$ cat src/rtl/mem_arbiter.sv
// Two-requester memory arbiter: a fetch port and a data port share one memory.
// Data normally wins, but a bounded streak of data grants lets a waiting fetch through.
module mem_arbiter #(
  parameter int LATENCY       = 2,
  parameter int MAX_DM_STREAK = 4
) (
  input  logic        clock,
  input  logic        rst,
  input  logic        if_req,
  input  logic [31:0] if_addr,
  output logic [31:0] if_rdata,
  output logic        if_ready,
  input  logic        dm_req,
  input  logic        dm_we,
  input  logic        dm_word,
  input  logic [31:0] dm_addr,
  input  logic [31:0] dm_wdata,
  output logic [31:0] dm_rdata,
  output logic        dm_ready,
  output logic        mem_en,
  output logic        mem_we,
  output logic        mem_word,
  output logic [31:0] mem_addr,
  output logic [31:0] mem_wdata,
  input  logic [31:0] mem_rdata,
  output logic        stall_if,
  output logic        stall_mem
);

  typedef enum logic [1:0] {
    IDLE,
    WAIT,
    DONE
  } stateT;

  stateT      state;
  stateT      stateNext;
  logic [3:0] cnt;
  logic [3:0] streak;
  logic       owner;
  logic       anyReq;
  logic       dataWins;
  logic       lastCycle;

  // State register; reset is synchronous and active-low.
  always_ff @(posedge clock) begin
    if (!rst) begin
      state <= IDLE;
    end else begin
      state <= stateNext;
    end
  end

  // Arbitration decision and next-state logic.
  always_comb begin
    stateNext = state;
    anyReq    = if_req | dm_req;
    dataWins  = dm_req && !(if_req && (streak == 4'(MAX_DM_STREAK)));
    lastCycle = (cnt == 4'd1);
    unique case (state)
      IDLE:    if (anyReq) stateNext = WAIT;
      WAIT:    if (lastCycle) stateNext = DONE;
      DONE:    stateNext = IDLE;
      default: stateNext = IDLE;
    endcase
  end

  // Access datapath; owner is 1 for a data access, 0 for a fetch.
  always_ff @(posedge clock) begin
    if (!rst) begin
      mem_en    <= 1'b0;
      mem_we    <= 1'b0;
      mem_word  <= 1'b0;
      mem_addr  <= 32'h0;
      mem_wdata <= 32'h0;
      if_rdata  <= 32'h0;
      dm_rdata  <= 32'h0;
      if_ready  <= 1'b0;
      dm_ready  <= 1'b0;
      cnt       <= 4'd0;
      streak    <= 4'd0;
      owner     <= 1'b0;
    end else begin
      mem_en   <= 1'b0;
      if_ready <= 1'b0;
      dm_ready <= 1'b0;
      unique case (state)
        IDLE: begin
          if (anyReq) begin
            mem_en <= 1'b1;
            cnt    <= 4'(LATENCY);
            owner  <= dataWins;
            if (dataWins) begin
              mem_we    <= dm_we;
              mem_word  <= dm_word;
              mem_addr  <= dm_addr;
              mem_wdata <= dm_wdata;
              // A data win with fetch waiting implies streak is below the cap.
              if (if_req && (streak != 4'(MAX_DM_STREAK))) begin
                streak <= streak + 4'd1;
              end else if (!if_req) begin
                streak <= 4'd0;
              end
            end else begin
              mem_we    <= 1'b0;
              mem_word  <= 1'b1;
              mem_addr  <= if_addr;
              mem_wdata <= 32'h0;
              streak    <= 4'd0;
            end
          end
        end
        WAIT: begin
          cnt <= cnt - 4'd1;
          if (lastCycle) begin
            if (owner) begin
              dm_ready <= 1'b1;
              if (!mem_we) dm_rdata <= mem_rdata;
            end else begin
              if_ready <= 1'b1;
              if_rdata <= mem_rdata;
            end
          end
        end
        DONE: begin
        end
        default: begin
        end
      endcase
    end
  end

  assign stall_if  = if_req & ~if_ready;
  assign stall_mem = dm_req & ~dm_ready;

endmodule

$ cat config.mk
export PLATFORM = sky130hd
export DESIGN_NAME = mem_arbiter
export DESIGN_NICKNAME = d
export VERILOG_FILES = /design/src/rtl/mem_arbiter.sv
export SDC_FILE = /design/constraint.sdc
export NUM_CORES = 1
export LEC_CHECK = 0
export CORE_MARGIN = 3
export CORE_UTILIZATION = 30
export CTS_CLUSTER_DIAMETER = 100
export DETAILED_ROUTE_END_ITERATION = 7
export SLEW_MARGIN = 20
export SYNTH_ARGS = -nofsm -noshare
export SYNTH_HDL_FRONTEND = slang
export SYNTH_SLANG_ARGS = --single-unit
$ cat constraint.sdc
create_clock -name clock -period 2.3 [get_ports clock]
set_clock_uncertainty 0.05 [all_clocks]
set_input_delay 0.69 -clock clock [delete_from_list [all_inputs] [get_ports clock]]
set_output_delay 0.69 -clock clock [all_outputs]
set_load 0.02 [all_outputs]
==> results.toml, run 1 <==
[route]
wl_met1_mm = 7.85
top_layer = "met5"
routed-wl-met3_mm = 2.16
final_antenna_net_count = 0
totalWireLength_mm = 18.3
via_per_inst = 4.77
drtIter0Drc = 232
drc_errors = 0
wl_per_cell_um = 15.5
first_pass_iters = 4
wl_met2_mm = 8.15
vias = 5625

[power]
ir_worst_vdd_v = 0.000491
p_per_area_nw_per_um2 = 717
leakage_nw = 3.28
p_total_mw = 6.53

[critical_path]
r2r_slack_ps = 210
ff2ff_path_depth = 7
critPathKind = "in -> out"
cp.required_ps = 1560
critPathCaptureType = "output port"
crit_path_start = "dm_req"
arrival_ps = 1450
cp_max_fo = 2
rr_endpoint = "dm_rdata[19]"
r2r-start = "cnt[1]"
cp-start-kind = "input port"

[synth]
yosysWarnings = 0
synth-simple-area-share_pct = 20.9
syn-num-nets = 827
synth_top_family_by_area = "simple AND/OR/NAND/NOR gates"
syn-cell-area_um2 = 5550
ys_ff_latch = 144
yosys.area_share.adder_pct = 0.902
synth-compound-area-share_pct = 20.4
synth.area.mux_share_pct = 0.203
yosysUniqueCellTypes = 33
syn_avg_cell_area_um2 = 8.05
yosys.area_share.xor_xnor_pct = 0.158
synth-seq-area-share_pct = 52.0
syn_inst = 689

[floorplan]
io_pins = 269
core_um2 = 18100
rows = 49
die_x_um = 142
die_area_um2 = 20200
start_util_pct = 30.7
fp.dieH_um = 142

[global_routing]
grt_pass1_vias = 5261
gr-total-overflow = 0
grt_usage_pct = 17.7
grt_max_degree = 65
grt_pass1_wl_mm = 28.5
antenna_found_initial = 1

[finish]
num_antenna_cells = 0
areaGrowthSynthToFinish_pct = 64.2
fin_nets = 1075
stdcell_count = 1179
drive_above_1_share_pct = 9.26

[sta]
grt_setup_unrepaired = "false"
min_period_over_period_pct = 95.3
tightest_slew_ps = 398
final_hold_viol_count = 0
max_freq_mhz = 456
setup_slack_ps = 109
period_minus_slack_ps = 2190
hold_ws_ps = 403
slew_headroom_pct = 73.3
setup_viol = 0
slew_violations = 0

[clocking]
htreeDepth = 4
clk_latency_ps = 410
post_cts_buffers = 0
cts.sinks = 144
clk_pin_slew_ps = 60
tritoncts = "yes"
numCtsBuffers = 17
clock-root-buffer = "clkbuf_16"
cts-hold-fix-buffers = 0
clockBufferDepth = 2

[min_path]
hold_path.startpoint = "mem_wdata[10]"
holdPathEnd = "mem_wdata[10]"
hold_path_class = "reg -> reg"
hold_depth = 2

[run]
drv_cap = 0

[placement]
place_ws_ps = -354
gp_congestion = 0.778
dp_hpwl_mm = 12.8
port_buffers = 268
place_inst = 1147

[status]
status = "finished, final reports clean"
[stage by stage]
stage / utilization [%] / setup TNS, ps / instance area (um2)
after detailed placement: 47.2 / -1330 / 8530
final: 50.3 / 0 / 9110
after floorplan: - / 0 / 5550
after CTS: 50.4 / 0 / 9110
after global routing: 50.3 / 0 / 9110
after global placement: 47.2 / -982 / 8530
[critical path, stage by stage]
cell	delay, ps
clkdlybuf4s50_1	480
nor2b_1	120
buf_2	160
[registers in the layout (all words and copies together), names as in the netlist]
register   flops
dm_rdata      32
dm_ready       1
mem_word       1
if_ready       1
streak         4
mem_en         1
if_rdata      32
owner          1
mem_addr      32
cnt            4
state          2
mem_wdata     32
mem_we         1
[how the worst max path moves through the flow]
stage / endpoint / cells past startpoint
2_1_floorplan: stall_mem / 2
3_3_place_gp: stall_if / 3
3_5_place_dp: stall_mem / 3
4_1_cts: stall_if / 3
5_1_grt: stall_mem / 3
6_report: stall_mem / 3
[placed cells by master (no fill, tap or decap), types with 3 or more instances in the layout]
master,instances
dfxtp_1,144
inv_1,5
ha_1,4
o21ai_0,35
nand2_1,172
buf_12,10
inv_6,3
clkinv_4,4
buf_4,11
o21ai_2,24
nor2b_1,3
o21ai_1,8
clkdlybuf4s50_1,265
nand3_1,67
nor2_1,4
nor3_1,4
a21oi_1,136
clkbuf_16,17
[repair_timing]
| item | CTS | global route |
|---|---|---|
| resized for setup | 7 | 1 |
| gates cloned | 0 | 0 |
| endpoints found under the setup margin | 2 | 1 |
[routing by layer]
| layer | vias to the layer above | global-route usage, % |
|---|---|---|
| li1 | 2834 | - |
| met1 | 2554 | 21.9 |
| met2 | 221 | 27.7 |
| met3 | 14 | 9.38 |
| met4 | 2 | 3.84 |
| met5 | - | 0 |
[cell type report]
cell class	count	area (um2)
repair buffers	288	2950
fillers	1752	8980
multi-input cells	480	2380
clock inverters	14	158
inverters	6	22.5
flip-flops and latches	144	2880
clock buffers	18	429
well taps	229	287
[cell usage after synthesis]
master / number / area [um2]
nor3_1: 5 / 25.0
dfxtp_1: 144 / 2880
or3_1: 2 / 12.5
nor2b_1: 3 / 18.8
or4b_4: 1 / 13.8
ha_1: 4 / 50.1
nand3b_1: 1 / 7.51
or2_2: 1 / 6.26
xor2_1: 1 / 8.76
nand4b_1: 1 / 8.76
o21ai_2: 24 / 210
buf_1: 7 / 26.3
inv_1: 6 / 22.5
buf_6: 7 / 78.8
nor2_1: 4 / 15.0
or3b_2: 1 / 8.76
and2_1: 2 / 12.5
nand3_1: 67 / 335
clkbuf_1: 42 / 158
and3_1: 1 / 6.26
o21ai_0: 36 / 180
o211ai_1: 1 / 7.51
o21a_1: 1 / 7.51
mux2_2: 1 / 11.3
nand2b_1: 1 / 6.26
nand4_1: 2 / 12.5
or4_1: 2 / 15.0
buf_2: 3 / 15.0
or3b_4: 1 / 11.3
a21oi_1: 136 / 681
a31oi_1: 1 / 6.26
o21ai_1: 8 / 40.0
nand2_1: 172 / 646
[report_power, final]
group          switching [mW]  internal (mW)  total, mW
combinational           0.556          0.549       1.11
clock                    1.13           1.62       2.75
sequential             0.0599           2.61       2.67
[cell families after synthesis]
group	Yosys count
mux	1
fa+ha+maj	4
xor+xnor	1
compound gates	207
flops	144
simple gates	267
buf+inv	65
Note: power is estimated with default switching activity, not from simulation.
==> run 2: changes to the inputs <==
--- a/config.mk
+++ b/config.mk
@@ -5,10 +5,11 @@
 export SDC_FILE = /design/constraint.sdc
 export NUM_CORES = 1
 export LEC_CHECK = 0
-export CORE_MARGIN = 3
-export CORE_UTILIZATION = 30
+export CORE_MARGIN = 2
+export CORE_UTILIZATION = 41
 export CTS_CLUSTER_DIAMETER = 100
 export DETAILED_ROUTE_END_ITERATION = 7
+export PLACE_DENSITY = 0.81
 export SLEW_MARGIN = 20
 export SYNTH_ARGS = -nofsm -noshare
 export SYNTH_HDL_FRONTEND = slang
==> run 2 against run 1 <==
Against the previous run:
- maximum frequency fell by 1.1%
- flip-flop and latch count did not move
- sequential power barely moved
- via count rose by 1.7%
- global-route usage rose by 6.4 points
- critical path type unchanged
- total power rose by 3.2%
- sequential share of layout area rose by 0.10 points
- clock power rose by 8.4%
- first-iteration DRC count rose by 27%
- register-to-register slack barely moved
==> results.toml, run 2 (synthesis results as in run 1) <==
[route]
final_antenna_net_count = 0
first_pass_iters = 5
wl_per_cell_um = 15.3
totalWireLength_mm = 17.3
via_per_inst = 5.07
drc_errors = 0
vias = 5718
drtIter0Drc = 295

[critical_path]
worst-path-buf-inv = 2
crit_cells = 3
slowest_delay_ps = 480
critPathKind = "in -> out"
ff2ff_path_depth = 7
critPathCaptureType = "output port"
critPathTopFamily = "buffers and inverters"
rr_endpoint = "dm_rdata[1]"
r2r-start = "cnt[1]"
path_cells = "clkdlybuf4s50_1, nor2b_1, buf_2"
cp.required_ps = 1560
cp_slowest_cell = "clkdlybuf4s50_1"
crit_path_start = "dm_req"
cp_max_fo = 2
r2r_slack_ps = 210
cp-start-kind = "input port"
arrival_ps = 1480

[sta]
setup_viol = 0
grt_setup_unrepaired = "false"
max_freq_mhz = 451
final_hold_viol_count = 0
setup_slack_ps = 83.6
tightest_slew_ps = 460
min_period_over_period_pct = 96.4
slew_violations = 0
period_minus_slack_ps = 2220
slew_headroom_pct = 69.3

[global_routing]
gr-total-overflow = 0
grt_pass1_vias = 5629
grt_pass1_wl_mm = 27.7
grt_usage_pct = 24.1
grt_max_degree = 65
antenna_found_initial = 0

[clocking]
clk_pin_slew_ps = 50
clock-root-buffer = "clkbuf_16"
cts-hold-fix-buffers = 0
tritoncts = "yes"
cts.sinks = 144
numCtsBuffers = 17
clockBufferDepth = 2
cts.repair.resized = 8
post_cts_buffers = 0
htreeDepth = 4
clk_latency_ps = 410

[floorplan]
io_pins = 269
die_x_um = 120
die_area_um2 = 14500
start_util_pct = 41.9
core_um2 = 13200
rows = 42
fp.dieH_um = 120

[finish]
stdcell_count = 1128
fin_util_pct = 68.5
drive_above_1_share_pct = 9.45
final_cell_area_um2 = 9080
num_antenna_cells = 0
areaGrowthSynthToFinish_pct = 63.7
layout_commonest_cell = "clkdlybuf4s50_1"
fin_nets = 1077
mostFrequentLayoutCells = "265 x clkdlybuf4s50_1, 172 x nand2_1, 144 x dfxtp_1"

[power]
ir_worst_vdd_v = 0.000540
p_total_mw = 6.74
p_per_area_nw_per_um2 = 743
leakage_nw = 3.31

[min_path]
hold_depth = 2
hold_path.startpoint = "if_rdata[6]"
hold_path_class = "reg -> reg"
holdPathEnd = "if_rdata[6]"

[placement]
placed_area_um2 = 8440
place_ws_ps = -332
port_buffers = 268
place_inst = 1096
gp_congestion = 0.764
dp_hpwl_mm = 12.1

[run]
drv_cap = 0

[status]
status = "finished, final reports clean"
[run 2: power breakdown]
group	switching (mW)	internal, mW	leakage, nW
registers	0.0626	2.62	1.17
clock network	1.02	1.96	0.320
logic	0.546	0.536	1.82
total	1.63	5.11	3.31
[run 2: layout make-up]
cell class | count | area, um2
fill | 1076 | 4170
timing repair buffer | 290 | 2920
sequential | 144 | 2880
multi-input combinational | 480 | 2380
clock buffer | 23 | 498
tap | 176 | 220
clock inverter | 9 | 151
inverter | 6 | 22.5
[run 2: how the worst max path moves through the flow]
| stage | end | slack, ps |
|---|---|---|
| after floorplan | stall_mem | 290 |
| after global placement | stall_if | -330 |
| after detailed placement | stall_if | -330 |
| after CTS | stall_mem | 70 |
| after global routing | stall_mem | 20 |
| final | stall_mem | 80 |
[run 2: worst min-delay path: cells and delay by family (launching register included)]
kind	cells	cell delay, ps
flip-flops	1	300
AO/OA/AOI/OAI	1	50
AND/OR/NAND/NOR	1	50
[run 2: metrics by stage]
stage	TNS [ps]	hold WS, ps
2_1_floorplan	0	402
3_3_place_gp	-649	391
3_5_place_dp	-1050	396
4_1_cts	0	404
5_1_grt	0	420
6_report	0	400
[run 2: layer usage]
| metal | wire length, um | GRT usage [%] |
|---|---|---|
| met2 | 8620 | 41.9 |
| met4 | 416 | 9.23 |
| met1 | 6960 | 27.6 |
| met5 | 0 | 0 |
| met3 | 1320 | 7.69 |
==> run 3: changes to the inputs <==
--- a/config.mk
+++ b/config.mk
@@ -6,10 +6,13 @@
 export NUM_CORES = 1
 export LEC_CHECK = 0
 export CORE_MARGIN = 2
-export CORE_UTILIZATION = 41
+export CORE_UTILIZATION = 42
+export CTS_BUF_LIST = sky130_fd_sc_hd__clkbuf_8
 export CTS_CLUSTER_DIAMETER = 100
 export DETAILED_ROUTE_END_ITERATION = 7
-export PLACE_DENSITY = 0.81
+export HOLD_SLACK_MARGIN = 0.08
+export MAX_ROUTING_LAYER = met4
+export PLACE_DENSITY = 0.83
 export SLEW_MARGIN = 20
 export SYNTH_ARGS = -nofsm -noshare
 export SYNTH_HDL_FRONTEND = slang
==> run 3 against run 2 <==
Against the previous run:
- critical path depth decreased by 2
- flip-flop and latch count stayed put
- maximum frequency rose by 0.20%
- sequential share of layout area grew 0.87 points
- sequential power hardly changed
- total power shrank 12%
- final cell count decreased by 0.62%
- critical endpoint is now mem_we
==> results.toml, run 3 (synthesis results as in run 1) <==
[status]
status = "finished, final reports clean"

[critical_path]
critPathKind = "reg -> out"
critPathCaptureType = "output port"
cp_max_fo = 3
cp_slowest_cell = "clkdlybuf4s50_1"
arrival_ps = 1470
cp.required_ps = 1560
path_cells = "clkdlybuf4s50_1"
cp-start-kind = "register"
slowest_delay_ps = 650
worst-path-buf-inv = 1
critPathTopFamily = "buffers and inverters"

[finish]
register_area_um2 = 2880
areaGrowthSynthToFinish_pct = 59.3
final_cell_area_um2 = 8840
fin_nets = 1075
multiInputGateArea_um2 = 2380
layout_commonest_cell = "clkdlybuf4s50_1"
fin_util_pct = 69.2
num_antenna_cells = 0
fillers = 1021
drive_above_1_share_pct = 9.17
mostFrequentLayoutCells = "265 x clkdlybuf4s50_1, 172 x nand2_1, 144 x dfxtp_1"

[floorplan]
io_pins = 269
core_um2 = 12800
die_area_um2 = 14100
start_util_pct = 43.4
rows = 41
fp.dieH_um = 119
die_x_um = 119

[sta]
final_hold_viol_count = 0
period_minus_slack_ps = 2210
grt_setup_unrepaired = "false"
max_freq_mhz = 452
min_period_over_period_pct = 96.2
tightest_slew_ps = 375
slew_violations = 0
hold_ws_ps = 404
setup_slack_ps = 88.1
slew_headroom_pct = 74.9
setup_viol = 0

[global_routing]
grt_pass1_vias = 5513
gr-total-overflow = 0
grt_max_degree = 69
grt_usage_pct = 24.6
antenna_found_initial = 0
grt_pass1_wl_mm = 27.1

[placement]
dp_hpwl_mm = 11.8
port_buffers = 268
place_ws_ps = -367
placed_area_um2 = 8420
gp_congestion = 0.828

[power]
leakage_nw = 3.21
ir_worst_vdd_v = 0.000483
p_per_area_nw_per_um2 = 668

[clocking]
numCtsBuffers = 17
clk_pin_slew_ps = 70
clk_latency_ps = 440
clockBufferDepth = 2
clock-root-buffer = "clkbuf_8"
post_cts_buffers = 0
cts.sinks = 144
htreeDepth = 4
tritoncts = "yes"

[route]
final_antenna_net_count = 0
via_per_inst = 5.12
first_pass_iters = 4
wl_per_cell_um = 15.0
totalWireLength_mm = 16.8
drtIter0Drc = 328
drc_errors = 0
vias = 5744

[min_path]
hold_path_class = "reg -> reg"

[run]
drv_cap = 0
## run 3: changes by cell type in the layout (fill, tap and decap cells not counted), sizes merged
| cell | before | now |
|---|---|---|
| clkinvlp | 1 | 0 |
| clkbuf | 23 | 19 |
| buf | 25 | 23 |
| clkinv | 3 | 7 |
## run 3: power breakdown
part / internal (mW) / switching, mW / leakage [nW]
Sequential: 2.61 / 0.0614 / 1.17
Combinational: 0.533 / 0.544 / 1.81
Clock: 1.22 / 0.931 / 0.226
Total: 4.37 / 1.54 / 3.21
## run 3: final cells by class
class,instances,area share [%]
tap,172,2.44
multi-input combinational,480,27.0
clock inverter,12,1.88
inverter,6,0.255
clock buffer,19,2.96
timing repair buffer,288,32.9
sequential,144,32.6
## run 3: final timing paths
path	cells past startpoint	slack, ps	from	to
hold / removal	2	400	mem_wdata[13]	mem_wdata[13]
setup reg to reg	7	190	cnt[1]	dm_rdata[5]
hold reg to reg	2	400	mem_wdata[13]	mem_wdata[13]
setup / recovery	1	90	mem_we	mem_we
## run 3: what timing repair did
action	4_1_cts	5_1_grt
endpoints found under the setup margin	2	0
resized for setup	8	0
hold buffers	0	0
## run 3: per-stage QoR
| step | TNS, ps | total power, mW | std cells |
|---|---|---|---|
| 2_1_floorplan | 0 | 3.20 | 689 |
| 3_3_place_gp | -701 | 3.79 | 1090 |
| 3_5_place_dp | -1240 | 3.81 | 1090 |
| 4_1_cts | 0 | 5.96 | 1121 |
| 5_1_grt | 0 | 6.17 | 1121 |
| 6_report | 0 | 5.91 | 1121 |
## run 3: per-layer routing
layer / up-vias / track usage [%] / part of all wire, %
li1: 2834 / - / -
met4: 0 / 9.82 / 2.4
met5: - / - / 0
met1: 2658 / 28.9 / 43
met3: 30 / 6.51 / 6.6
met2: 222 / 40.1 / 48
